## src/rtl/pin_entry.sv

```systemverilog
// pin_entry - digit-by-digit PIN collector feeding the PIN verifier.
//
// It debounces the enter and clear buttons. It shifts one BCD digit into
// userPin for each accepted enter press. After the fourth digit it raises
// validPin for one cycle, then waits for the verifier to answer with
// success_event or fail_event. It also enforces an inactivity timeout
// while digits are being entered.
//
// Optional feature macro: PIN_ENTRY_LOCKOUT_EN
//   defined   : consecutive failures are counted. MAX_FAILS failures in a row
//               lock the entry for LOCKOUT_CYCLES cycles.
//   undefined : failures are unlimited and locked is tied low.
//
// Ports:
//   clk_500Hz      in   sole clock
//   rst            in   synchronous active-high reset
//   digit_sw[3:0]  in   BCD digit to enter (10..15 are ignored)
//   btnC           in   raw "enter digit" button
//   btnU           in   raw "clear entry" button
//   success_event  in   verifier pulse: PIN matched
//   fail_event     in   verifier pulse: PIN mismatched
//   userPin[15:0]  out  assembled PIN, first digit in [15:12]
//   validPin       out  one-cycle submit pulse
//   digit_count    out  digits entered so far (0..4)
//   entry_active   out  high while digits are being entered
//   locked         out  high during lockout
module pin_entry #(
    parameter int DEBOUNCE       = 4,
    parameter int ENTRY_TIMEOUT  = 2500,
    parameter int RESP_TIMEOUT   = 8,
    parameter int MAX_FAILS      = 3,
    parameter int LOCKOUT_CYCLES = 5000
) (
    input  logic        clk_500Hz,
    input  logic        rst,
    input  logic [3:0]  digit_sw,
    input  logic        btnC,
    input  logic        btnU,
    input  logic        success_event,
    input  logic        fail_event,
    output logic [15:0] userPin,
    output logic        validPin,
    output logic [2:0]  digit_count,
    output logic        entry_active,
    output logic        locked
);

    localparam int ETW = $clog2(ENTRY_TIMEOUT + 1);
    localparam int RTW = $clog2(RESP_TIMEOUT + 1);
    localparam logic [ETW-1:0] ENTRY_LAST = ETW'(ENTRY_TIMEOUT - 1);
    localparam logic [RTW-1:0] RESP_LAST  = RTW'(RESP_TIMEOUT - 1);
`ifdef PIN_ENTRY_LOCKOUT_EN
    localparam int LTW = $clog2(LOCKOUT_CYCLES + 1);
    localparam int FW  = $clog2(MAX_FAILS + 1);
    localparam logic [LTW-1:0] LOCK_LAST = LTW'(LOCKOUT_CYCLES - 1);
    localparam logic [FW-1:0]  FAIL_LAST = FW'(MAX_FAILS - 1);
`endif

    typedef enum logic [2:0] {
        S_IDLE,
        S_ENTRY,
        S_SUBMIT,
        S_WAIT_RESULT
`ifdef PIN_ENTRY_LOCKOUT_EN
        , S_LOCKED
`endif
    } state_t;

    state_t state;

    // ------------------------------------------------------------------
    // Button debouncers
    // ------------------------------------------------------------------
    logic [DEBOUNCE-1:0] btnC_sh, btnU_sh, btnC_sh_nx, btnU_sh_nx;
    logic                btnC_clean, btnU_clean, btnC_clean_q, btnU_clean_q;
    logic                press_c, press_u, digit_ok;

    always_comb begin
        btnC_sh_nx = (btnC_sh << 1) | DEBOUNCE'(btnC);
        btnU_sh_nx = (btnU_sh << 1) | DEBOUNCE'(btnU);
    end

    // The clean level is decided on the incoming sample window. A press
    // therefore reaches the FSM DEBOUNCE+1 edges after the button goes high.
    always_ff @(posedge clk_500Hz) begin
        if (rst) begin
            btnC_sh      <= '0;
            btnU_sh      <= '0;
            btnC_clean   <= 1'b0;
            btnU_clean   <= 1'b0;
            btnC_clean_q <= 1'b0;
            btnU_clean_q <= 1'b0;
        end else begin
            btnC_sh      <= btnC_sh_nx;
            btnU_sh      <= btnU_sh_nx;
            if (btnC_sh_nx == '1)      btnC_clean <= 1'b1;
            else if (btnC_sh_nx == '0) btnC_clean <= 1'b0;
            if (btnU_sh_nx == '1)      btnU_clean <= 1'b1;
            else if (btnU_sh_nx == '0) btnU_clean <= 1'b0;
            btnC_clean_q <= btnC_clean;
            btnU_clean_q <= btnU_clean;
        end
    end

    // The debouncers run in every state. A button held through
    // SUBMIT/WAIT_RESULT therefore shows no new edge on return to IDLE.
    assign press_c  = btnC_clean & ~btnC_clean_q;
    assign press_u  = btnU_clean & ~btnU_clean_q;
    assign digit_ok = (digit_sw <= 4'd9);

    // ------------------------------------------------------------------
    // Entry / submit FSM
    // ------------------------------------------------------------------
    logic [ETW-1:0] entry_timer;
    logic [RTW-1:0] resp_timer;
`ifdef PIN_ENTRY_LOCKOUT_EN
    logic [LTW-1:0] lock_timer;
    logic [FW-1:0]  fail_cnt;
`else
    assign locked = 1'b0;
`endif

    always_ff @(posedge clk_500Hz) begin
        if (rst) begin
            state        <= S_IDLE;
            userPin      <= '0;
            validPin     <= 1'b0;
            digit_count  <= '0;
            entry_active <= 1'b0;
            entry_timer  <= '0;
            resp_timer   <= '0;
`ifdef PIN_ENTRY_LOCKOUT_EN
            locked       <= 1'b0;
            lock_timer   <= '0;
            fail_cnt     <= '0;
`endif
        end else begin
            validPin <= 1'b0;
            case (state)
                S_IDLE, S_ENTRY: begin
                    if (press_u) begin
                        // Clear takes priority over a simultaneous enter.
                        userPin      <= '0;
                        digit_count  <= '0;
                        entry_timer  <= '0;
                        entry_active <= 1'b0;
                        state        <= S_IDLE;
                    end else if (press_c && digit_ok) begin
                        userPin     <= {userPin[11:0], digit_sw};
                        digit_count <= digit_count + 3'd1;
                        entry_timer <= '0;
                        if (digit_count == 3'd3) begin
                            entry_active <= 1'b0;
                            state        <= S_SUBMIT;
                        end else begin
                            entry_active <= 1'b1;
                            state        <= S_ENTRY;
                        end
                    end else if (state == S_ENTRY) begin
                        if (entry_timer == ENTRY_LAST) begin
                            userPin      <= '0;
                            digit_count  <= '0;
                            entry_timer  <= '0;
                            entry_active <= 1'b0;
                            state        <= S_IDLE;
                        end else begin
                            entry_timer <= entry_timer + 1'b1;
                        end
                    end
                end

                // validPin rises on leaving SUBMIT. A reset during SUBMIT
                // therefore cancels the submit before any pulse appears.
                S_SUBMIT: begin
                    validPin   <= 1'b1;
                    resp_timer <= '0;
                    state      <= S_WAIT_RESULT;
                end

                S_WAIT_RESULT: begin
                    if (success_event) begin
`ifdef PIN_ENTRY_LOCKOUT_EN
                        fail_cnt <= '0;
`endif
                        userPin     <= '0;
                        digit_count <= '0;
                        state       <= S_IDLE;
                    end else if (fail_event) begin
`ifdef PIN_ENTRY_LOCKOUT_EN
                        if (fail_cnt == FAIL_LAST) begin
                            fail_cnt   <= '0;
                            lock_timer <= '0;
                            locked     <= 1'b1;
                            state      <= S_LOCKED;
                        end else begin
                            fail_cnt <= fail_cnt + 1'b1;
                            state    <= S_IDLE;
                        end
`else
                        state <= S_IDLE;
`endif
                        userPin     <= '0;
                        digit_count <= '0;
                    end else if (resp_timer == RESP_LAST) begin
                        userPin     <= '0;
                        digit_count <= '0;
                        state       <= S_IDLE;
                    end else begin
                        resp_timer <= resp_timer + 1'b1;
                    end
                end

`ifdef PIN_ENTRY_LOCKOUT_EN
                S_LOCKED: begin
                    if (lock_timer == LOCK_LAST) begin
                        locked <= 1'b0;
                        state  <= S_IDLE;
                    end else begin
                        lock_timer <= lock_timer + 1'b1;
                    end
                end
`endif

                default: begin
                    state <= S_IDLE;
                end
            endcase
        end
    end

endmodule

```

## config.mk

```make
export PLATFORM = sky130hd
export DESIGN_NAME = pin_entry
export DESIGN_NICKNAME = d
export VERILOG_FILES = /design/src/rtl/pin_entry.sv
export SDC_FILE = /design/constraint.sdc
export NUM_CORES = 1
export LEC_CHECK = 0
export CELL_PAD_IN_SITES_DETAIL_PLACEMENT = 1
export CELL_PAD_IN_SITES_GLOBAL_PLACEMENT = 2
export CORE_ASPECT_RATIO = 0.5
export CORE_MARGIN = 4
export CORE_UTILIZATION = 33
export DETAILED_ROUTE_END_ITERATION = 10
export PLACE_DENSITY = 0.78
export RECOVER_POWER = 50
export SETUP_SLACK_MARGIN = 0.3
export SYNTH_ARGS = -nofsm -noshare
export SYNTH_HDL_FRONTEND = slang
export SYNTH_SLANG_ARGS = --single-unit
```

## constraint.sdc

```tcl
create_clock -name clk_500Hz -period 2.4 [get_ports clk_500Hz]
set_input_delay 0.6 -clock clk_500Hz [delete_from_list [all_inputs] [get_ports clk_500Hz]]
set_output_delay 0.6 -clock clk_500Hz [all_outputs]
set_load 0.01 [all_outputs]
```

* Yosys cells after proc, flatten, opt, wreduce, memory -nomap -nowiden *
Index checks and enable logic that the tools add are counted.

storage, ports and cells
  register bits after elaboration = 50
  input port bits = 10
  output and inout bits = 22
  word-level logic and storage cells = 91

cells by class
  reductions and logical operators = 16
  add/subtract/negate cells = 3
  bitwise gates (word level) = 6
  multiplexer cells = 38
  magnitude comparators = 1
  equal/unequal tests = 14

operator list
  kind                     number
  $mux W16                 7
  $mux W12                 4
  $pmux W16 S2             1
  $mux W3                  9
  $add A12 B1 Y12 const B  1
  $eq A12 B12 Y1 const B   1
  $mux W4                  3
  $ne A4 B4 Y1 const B     3
  $mux W1                  10
  $eq A3 B2 Y1 const B     3
  $pmux W3 S3              1
  $eq A4 B4 Y1 const B     2
  $logic_not A4 Y1         2
  $or A4 B1 Y4             2
  $pmux W4 S2              1
  $reduce_and A4 Y1        2
  $reduce_bool A2 Y1       4
  $ne A2 B2 Y1 const B     3
  $pmux W3 S2              1
  $reduce_and A3 Y1        2
  $reduce_bool A3 Y1       2
  $add A4 B1 Y4 const B    1
  $eq A4 B3 Y1 const B     1
  $le A4 B4 Y1 const B     1
  other kinds (9)          11

* Logic depth before layout (Yosys ltp) *
Gate-level depths: netlist of run 1.

  depth after elaboration = 6
  mapped depth = 6
  depth with buffers taken out = 5

* Worst setup path after synthesis of run 1 *
OpenSTA, ideal clock, no wires.

  path type = in2reg
  start point = input digit_sw[2]
  end point = register entry_timer[8]
  data required time = 2314 ps
  path slack = 445 ps
  stages on the path = 5
  data arrival time = 1869 ps
  cell sequence = o21ai_2 a211oi_1 buf_2 or4b_2 a211oi_1

between the ends
  cells in the longest elaborated chain, start to end = 4
  elaborated cells between the ends (all ways) = 6
  classes of those cells = order compare: 1; mux: 2; reduce/logical: 3

RTL lines
  element                                                          RTL line  source
  start: declaration                                               36        input logic [3:0] digit_sw,
  $le A4 B4 Y1 (*)                                                 109       assign digit_ok = (digit_sw <= 4'd9);
  $logic_and A1 B1 Y1 (*)                                          148       end else if (press_c && digit_ok) begin
  $reduce_bool A3 Y1 (no source line) or $mux W12 (tied branches)  -
  $reduce_and A2 Y1 (no source line) or $mux W12 (tied branches)   -
  end signal: assignment                                           167       entry_timer <= entry_timer + 1'b1;
  end: declaration                                                 114       logic [ETW-1:0] entry_timer;

Every way passes the cells marked *; elsewhere a longest branch is shown, timed or not.
A chain may end at the register's enable or synchronous reset.

* Worst setup path after layout of run 1 *
  start point = input digit_sw[1]
  end point = register entry_timer[8]

Same word-level chain as after synthesis.

==> flow_results.org, run 1 <==
** Setup path
- Across all register-to-register paths, the minimum setup slack is 0.44 ns.
- The worst register-to-register path ends at entry_timer[7].
- The worst register-to-register path has a depth of 4.
- STA puts the critical path data arrival time at 2.21 ns.
- Maximum fanout along the worst path :: 6
- The worst register-to-register path begins at state[1].
- The worst setup path is launched from a primary input.
- The critical path is of the in2reg type.
- Data required, critical path :: 2.61 ns
- The worst setup path is captured at a flop.

** GRT
- The via count of the first global-routing pass came to 2028.
- The total overflow left after global routing is 0.
- All-layer global routing usage :: 0.151
- Antenna violations before repair :: 0
- The first global-routing pass estimated 9.58 mm of wire.
- Pin count of the biggest net entering global routing :: 29

** Die
- Die area :: 0.00799 mm²
- During I/O placement, the number of pins put on the boundary was 32.
- Measured along the x axis, the die boundary spans 122 µm.
- Effective utilization at floorplan :: 0.348
- The total area inside the core boundary comes to 0.00621 mm².
- Number of rows created at floorplan :: 20
- The floorplan step set the die height to 65.2 µm.

** Worst hold path
- Along the worst hold path, the cell count comes to 1.
- Min-Delay Startpoint :: btnC_sh[0]
- Worst min-delay path endpoint :: btnC_sh[1]
- The path class of the tightest hold or removal check is reg2reg.

** Timing
- Clk_skew :: 0.00323 ns
- Minimum period implied by the final worst setup slack :: 1.99 ns
- Setup violations remaining at the end of the flow were counted as 0.
- Dividing the final minimum period by the clock period gives 0.831.
- Setup repair after global routing left no endpoint under its margin.
- For the pin with the worst max-slew slack, the measured transition is 0.674 ns.
- Final Hold Viols :: 0
- Worst hold slack :: 0.462 ns
- Relative slew slack :: 0.551
- The number of pins with negative max-slew slack in the final report was 0.
- For this run, the top clock speed supported by timing is 501 MHz.
- Total Negative Setup Slacks :: 0 ns

** Yosys
- Post-synth top flop :: dfxtp_1
- Of the post-synthesis cell area, the part taken by muxes is 0.00463.
- Number of register bits inferred by synthesis :: 49
- Of the total synthesized cell area, the portion taken by XOR and XNOR cells is 0.00405.
- The compound-gate portion of the synthesized area is 0.224.
- Of the post-synthesis cell area, the dominant cell type holds 0.454.
- By area the synthesized netlist is led by dfxtp_1 45%, o32ai_1 4.5%, nand2_1 4.3%.
- Yosys mapped a number of flops with a built-in enable equal to 0.
- Synthesized-area fraction occupied by and/or/nand/nor cells :: 0.217
- Instance count of the mapped netlist :: 235
- Cell taking the most area after synthesis :: dfxtp_1
- By area, the combinational part of the netlist is dominated by compound AO/OA/AOI/OAI gates.
- Net count after synthesis :: 249
- In this run the cell area of the synthesized design comes to 0.00216 mm².
- The Yosys step of the flow raised 0 warnings.
- Distinct cells, synth :: 55
- Sequential fraction of the synthesis area :: 0.454
- A synthesized cell averages 9.20 µm².
- For this run, asynchronously set or reset flops after synthesis account for 0.
- Area share of fa/ha/maj cells after synthesis :: 0.0231

** Power and ir drop
- Worst VDD drop :: 0.000293 V
- Power Density :: 585 mW/mm²
- Overall power consumption :: 1610 µW
- Leakage :: 0.00103 µW

** Drt
- Dividing the detail-routed wire length by the instance count gives 15.7 µm.
- First DRT Iteration DRCs :: 51
- For this run, the detailed router's first-pass iteration total came to 6.
- Summing over every cut layer, the via total after detailed routing is 1886.
- In the routed layout, each cell is associated on average with a via count of 5.27.
- Wires add up to 5.62 mm.
- Number of remaining DRC errors :: 0
- Post-detailed-route count of antenna-violating nets :: 0

** CTS
- Latest clock arrival within the worst-skew pair :: 0.29 ns
- After clock tree synthesis, the clock-pin slew on the worst setup and hold paths is 0.07 ns.
- In this run, CTS created clock tree buffers numbering 5.
- Clock tree root driver cell :: clkbuf_16
- Max Buffers Root-to-Sink :: 2
- TritonCTS built the clock tree.
- H-tree Lvls :: 2
- Total number of clock tree sinks :: 49

** Place
- Count of input and output buffers :: 30
- At the end of routability-driven placement, the weighted congestion stood at 0.727.
- Detailed placement finished with a half-perimeter wire length of 3.67 mm.
- Placed instance count :: 348

** Finish
- Number of nets in the layout :: 283
- Number of standard cells in the final layout excluding fillers :: 358
- Leaving out fill and tap cells, the most frequent cells in the layout are 49 x dfxtp_1, 25 x nand2_1, 21 x dlygate4sd3_1.
- Count of antenna diodes in the layout :: 0
- Commonest non-fill, non-tap cell in the layout :: dfxtp_1
- Compared with the post-synthesis result, the final layout area differs by 27.4%.
- Share of cells above drive strength 1 :: 0.141

** Status
- The run finished with clean final reports.

** Job
- Total of max-cap violations :: 0
## worst max-delay path by stage
stage           startpoint         endpoint  depth (start not counted)
2_1_floorplan  digit_sw[2]   entry_timer[8]                          5
3_3_place_gp   digit_sw[2]  entry_timer[11]                          7
3_5_place_dp   digit_sw[2]  entry_timer[11]                          7
4_1_cts        digit_sw[3]   entry_timer[8]                          6
5_1_grt         fail_event   digit_count[0]                          6
6_report       digit_sw[1]   entry_timer[8]                          6
## cell type report
cell class	count	area (µm²)
fillers	751	3450
clock inverters	2	17.5
flip-flops and latches	49	981
repair buffers	42	384
inverters	17	63.8
clock buffers	6	139
multi-input cells	154	1060
well taps	88	110
## power breakdown
part,switching [µW],internal [µW],total [µW]
Clock,324,421,745
Combinational,29.3,18.9,48.2
Sequential,2.40,817,819
Total,355,1260,1610
## cell usage after synthesis (4+ instances only)
| cell | count |
|---|---|
| o22ai_1 | 8 |
| clkbuf_1 | 8 |
| nor3_1 | 5 |
| or4_1 | 6 |
| o31ai_1 | 9 |
| a211oi_1 | 12 |
| ha_1 | 4 |
| nand3_1 | 7 |
| inv_1 | 17 |
| o21ai_0 | 9 |
| or3_1 | 4 |
| nand2_1 | 25 |
| a21oi_1 | 4 |
| o32ai_1 | 11 |
| nor2b_1 | 10 |
| dfxtp_1 | 49 |
## metrics by stage
stage	utilization	area [µm²]	setup WS [ns]
after floorplan	-	2160	0.445
after global placement	0.412	2560	-0.0720
after detailed placement	0.412	2560	-0.122
after CTS	0.441	2740	0.342
after global routing	0.444	2750	0.291
final	0.444	2750	0.406
## cells by family (layout without fill, tap and decap cells)
kind of cell / count (synthesis) / in the layout
AOI/OAI and AO/OA: 67 / 67
xor gates and xnor gates: 1 / 1
adders and majority gates: 4 / 4
buffers and inverters: 32 / 67
DFF: 49 / 49
muxes: 1 / 1
other: 1 / 1
and+or+nand+nor: 80 / 80
## critical path: stages
cell	delay (ns)
dlygate4sd2_1	0.25
o21ai_2	0.22
a211oi_2	0.11
buf_4	0.18
or4b_2	0.62
a211oi_2	0.22
## flip-flops by register name (all words and copies together), names as in the netlist, 2 cells and up
name	flops
userPin	16
entry_timer	12
resp_timer	4
btnC_sh	3
btnU_sh	3
digit_count	3
state	2
## timing repair
item / 4_1_cts / 5_1_grt
setup buffers: 2 / 0
endpoints found under the setup margin: 4 / 8
pin swaps: 3 / 2
gates resized for setup: 4 / 7
hold buffers: 0 / 0
## per-layer routing
| metal | vias up | global-route usage | routed length, µm |
|---|---|---|---|
| met4 | 0 | 0.0377 | 52 |
| met1 | 925 | 0.189 | 2780 |
| met5 | - | 0 | 0 |
| met2 | 23 | 0.253 | 2570 |
| li1 | 934 | - | - |
| met3 | 4 | 0.0473 | 207 |
Power figures use the tool's default switching activity.
==> run 2: changes to the inputs <==
--- a/config.mk
+++ b/config.mk
@@ -9,9 +9,9 @@
 export CELL_PAD_IN_SITES_GLOBAL_PLACEMENT = 2
 export CORE_ASPECT_RATIO = 0.5
 export CORE_MARGIN = 4
-export CORE_UTILIZATION = 33
+export CORE_UTILIZATION = 29
 export DETAILED_ROUTE_END_ITERATION = 10
-export PLACE_DENSITY = 0.78
+export PLACE_DENSITY = 0.72
 export RECOVER_POWER = 50
 export SETUP_SLACK_MARGIN = 0.3
 export SYNTH_ARGS = -nofsm -noshare
==> constraint.sdc (replaced) <==
create_clock -name clk_500Hz -period 1.73 [get_ports clk_500Hz]
set_input_delay 0.4325 -clock clk_500Hz [delete_from_list [all_inputs] [get_ports clk_500Hz]]
set_output_delay 0.4325 -clock clk_500Hz [all_outputs]
set_load 0.01 [all_outputs]
==> flow_results.org, run 2 (synthesized netlist as in run 1, its figures left out) <==
** Power and ir drop
- The worst supply voltage drop on vdd was 0.000396 V (+35%).
- Power Density :: 610 mW/mm² (+4.3%)
- Leakage :: 0.00137 µW (+34%)

** Finish
- Leaving out fill and tap cells, the most frequent cells in the layout are 37 x dfxtp_1, 29 x buf_4, 24 x nand2_1, 24 x dlygate4sd2_1, 17 x buf_6.
- Largest registers :: userPin x16, entry_timer x12, resp_timer x4
- Final core utilization :: 0.520 (+0.0765)
- Layout-stage area growth over the synthesis result :: 67.5%
- The flip-flop count of the largest register after layout was 16 (unchanged).
- Count of antenna diodes in the layout :: 0 (unchanged)
- Number of fillers in the final layout :: 743 (-1.1%)
- The library cell used most frequently in the layout, excluding fill and tap cells, is dfxtp_1.
- userPin holds more flip-flops than any other register.
- Share of cells above drive strength 1 :: 0.453 (+0.313)
- Number of nets in the layout :: 325 (+15%)

** Setup path
- CP startpoint kind :: flop
- Register-to-register setup slack :: 0.03 ns (-0.41 ns)
- The maximum cell stage delay along the critical path is 0.55 ns (-0.07 ns).
- Worst Path Arrival :: 1.93 ns (-0.28 ns)
- The maximum net fanout on the critical path was 6 (unchanged).
- Critical path endpoint category :: flop
- The number of cells traversed by the worst register-to-register path was 4 (unchanged).
- Highest-delay cell along the critical path :: or4_4
- Data required, critical path :: 1.95 ns (-0.66 ns)
- The worst setup path is of the reg2reg kind.
- Walking the worst path, the cells encountered are nand3_1, or4_4, or3_4, a211oi_2.

** Timing
- After layout, the minimum clock period comes to 1.70 ns.
- Of the available clock period, the critical path in the final layout requires 0.985.
- Setup repair after global routing could not meet its margin everywhere.
- Timing would allow up to 587 MHz.
- The number of pins with negative max-slew slack in the final report came to 0 (unchanged).
- The post-route setup TNS came to 0 ns (unchanged).
- The worst clock skew on the final layout is 0.00383 ns (+0.000599 ns).
- Final setup violation count :: 0 (unchanged)
- Final Hold Viols :: 0 (unchanged)

** CTS
- TritonCTS clock tree :: yes
- H-tree Lvls :: 2 (unchanged)
- The latest clock arrival within the worst-skew pair came to 0.30 ns (about the same).
- Register clock-pin slew on the reported worst setup and hold paths :: 0.07 ns (about the same)
- Max Buffers Root-to-Sink :: 2 (unchanged)
- The hold buffer count at CTS is 0 (unchanged).
- The cell sitting at the root of the clock tree is a clkbuf_16.
- Total number of clock tree sinks :: 49 (unchanged)
- The total clock buffers created by CTS was 5 (unchanged).

** GRT
- Antenna violations before repair :: 0 (unchanged)
- Pin count of the biggest net entering global routing :: 29 (unchanged)
- All-layer global routing usage :: 0.150 (-0.000992)
- The total congestion overflow after global routing is 0 (unchanged).
- Vias in the first global route :: 2162 (+6.6%)
- The global-route wire length before repair is 10.8 mm (+13%).

** Drt
- Post-detailed-route count of antenna-violating nets :: 0 (unchanged)
- The number of iterations in the first detailed-routing pass is 4 (-2).
- The detail-routed net length per standard cell came to 17.8 µm (+14%).
- Number of remaining DRC errors :: 0 (unchanged)
- The per-cell via count in the routed design was 5.19 (-1.5%).
- The detailed router's first-iteration violation count came to 90 (+76%).
- Aggregate routed wire length :: 7.19 mm (+28%)
- Via count :: 2092 (+11%)

** Die
- Number of rows created at floorplan :: 21 (+5.0%)
- Standard cell core area :: 0.00696 mm² (+12%)
- Die H :: 69.1 µm (+5.9%)
- The horizontal die dimension is 130 µm (+6.2%).
- The area of the die came to 0.00898 mm² (+12%).
- Effective utilization at floorplan :: 0.311 (-0.0379)
- The number of I/O pins is 32 (unchanged).

** Place
- The number of buffers added on ports was 30 (unchanged).
- Detailed-placement wirelength estimate :: 4.08 mm (+11%)
- The last weighted congestion value of the routability-driven placer was 0.792 (+9.0%).

** Worst hold path
- The worst hold path stage count was 3 (+2).
- Hold Path Class :: in2reg

** Job
- Total of max-cap violations :: 0 (unchanged)

** Status
- The flow ran to the end, and the final reports show no timing, DRC or antenna violations.
-- run 2: cell count changes in the layout (fill, tap and decap cells not counted), sizes merged --
cell,before,now
a211oi,12,13
a221oi,1,2
buf,10,53
bufbuf,0,1
clkbuf,8,5
clkdlybuf4s50,6,4
clkinvlp,0,2
dlygate4sd2,2,24
dlygate4sd3,21,0
dlymetal6s2s,1,0
inv,18,16
-- run 2: worst max-delay path: cells and delay by family (launching register included) --
kind,cells,cell delay [ns]
AOI/OAI and AO/OA,1,0.17
DFF,1,0.42
and+or+nand+nor,3,1.05
-- run 2: what timing repair did --
item | 4_1_cts | 5_1_grt
buffers inserted | 12 | 12
cloned | 3 | 1
gates resized for setup | 79 | 44
endpoints found under the setup margin | 57 | 36
pin swaps | 18 | 24
-- run 2: where the power goes --
part | switching, µW | internal, µW | total (µW)
Clock | 449 | 531 | 980
Sequential | 3.28 | 1120 | 1130
Combinational | 59.9 | 44.1 | 104
-- run 2: per-stage QoR --
stage / worst slack (ns) / total power [µW] / area, µm² / instances / hold slack (ns)
after global placement: -0.402 / 1250 / 2830 / 368 / 0.444
final: 0.0257 / 2210 / 3620 / 403 / 0.446
after detailed placement: -0.474 / 1250 / 2830 / 368 / 0.461
after CTS: 0.0197 / 2220 / 3310 / 390 / 0.454
after floorplan: 0.0768 / 1210 / 2300 / 235 / 0.431
after global routing: -0.0223 / 2290 / 3620 / 403 / 0.456
-- run 2: metal layers --
layer / part of all wire / track usage / up-vias
li1: - / - / 1027
met1: 0.49 / 0.207 / 1023
met2: 0.46 / 0.233 / 38
met3: 0.038 / 0.0401 / 4
met4: 0.0085 / 0.0346 / 0
met5: 0 / 0 / -
-- run 2: path summary, 6_finish.rpt --
path / startpoint / end
worst min-delay path: digit_sw[1] / userPin[1]
worst max register to register: entry_timer[6] / entry_timer[10]
worst min register to register: btnU_sh[0] / btnU_sh[1]
worst max-delay path: entry_timer[6] / entry_timer[10]
-- run 2: area by class of cell --
cell class              instances  area, µm²  area share
clock buffers                   5        125      0.0345
clock inverters                 2       16.3     0.00449
inverters                      17       67.6      0.0187
repair buffers                 82        797       0.220
well taps                      92        115      0.0318
multi-input cells             156       1490       0.411
flip-flops and latches         49       1010       0.279
==> run 3: changes to the inputs <==
--- a/config.mk
+++ b/config.mk
@@ -14,6 +14,7 @@
 export PLACE_DENSITY = 0.72
 export RECOVER_POWER = 50
 export SETUP_SLACK_MARGIN = 0.3
+export SLEW_MARGIN = 20
 export SYNTH_ARGS = -nofsm -noshare
 export SYNTH_HDL_FRONTEND = slang
 export SYNTH_SLANG_ARGS = --single-unit
==> results of run 3 <==
The final DEF is identical to that of run 2; final timing and power are the same.
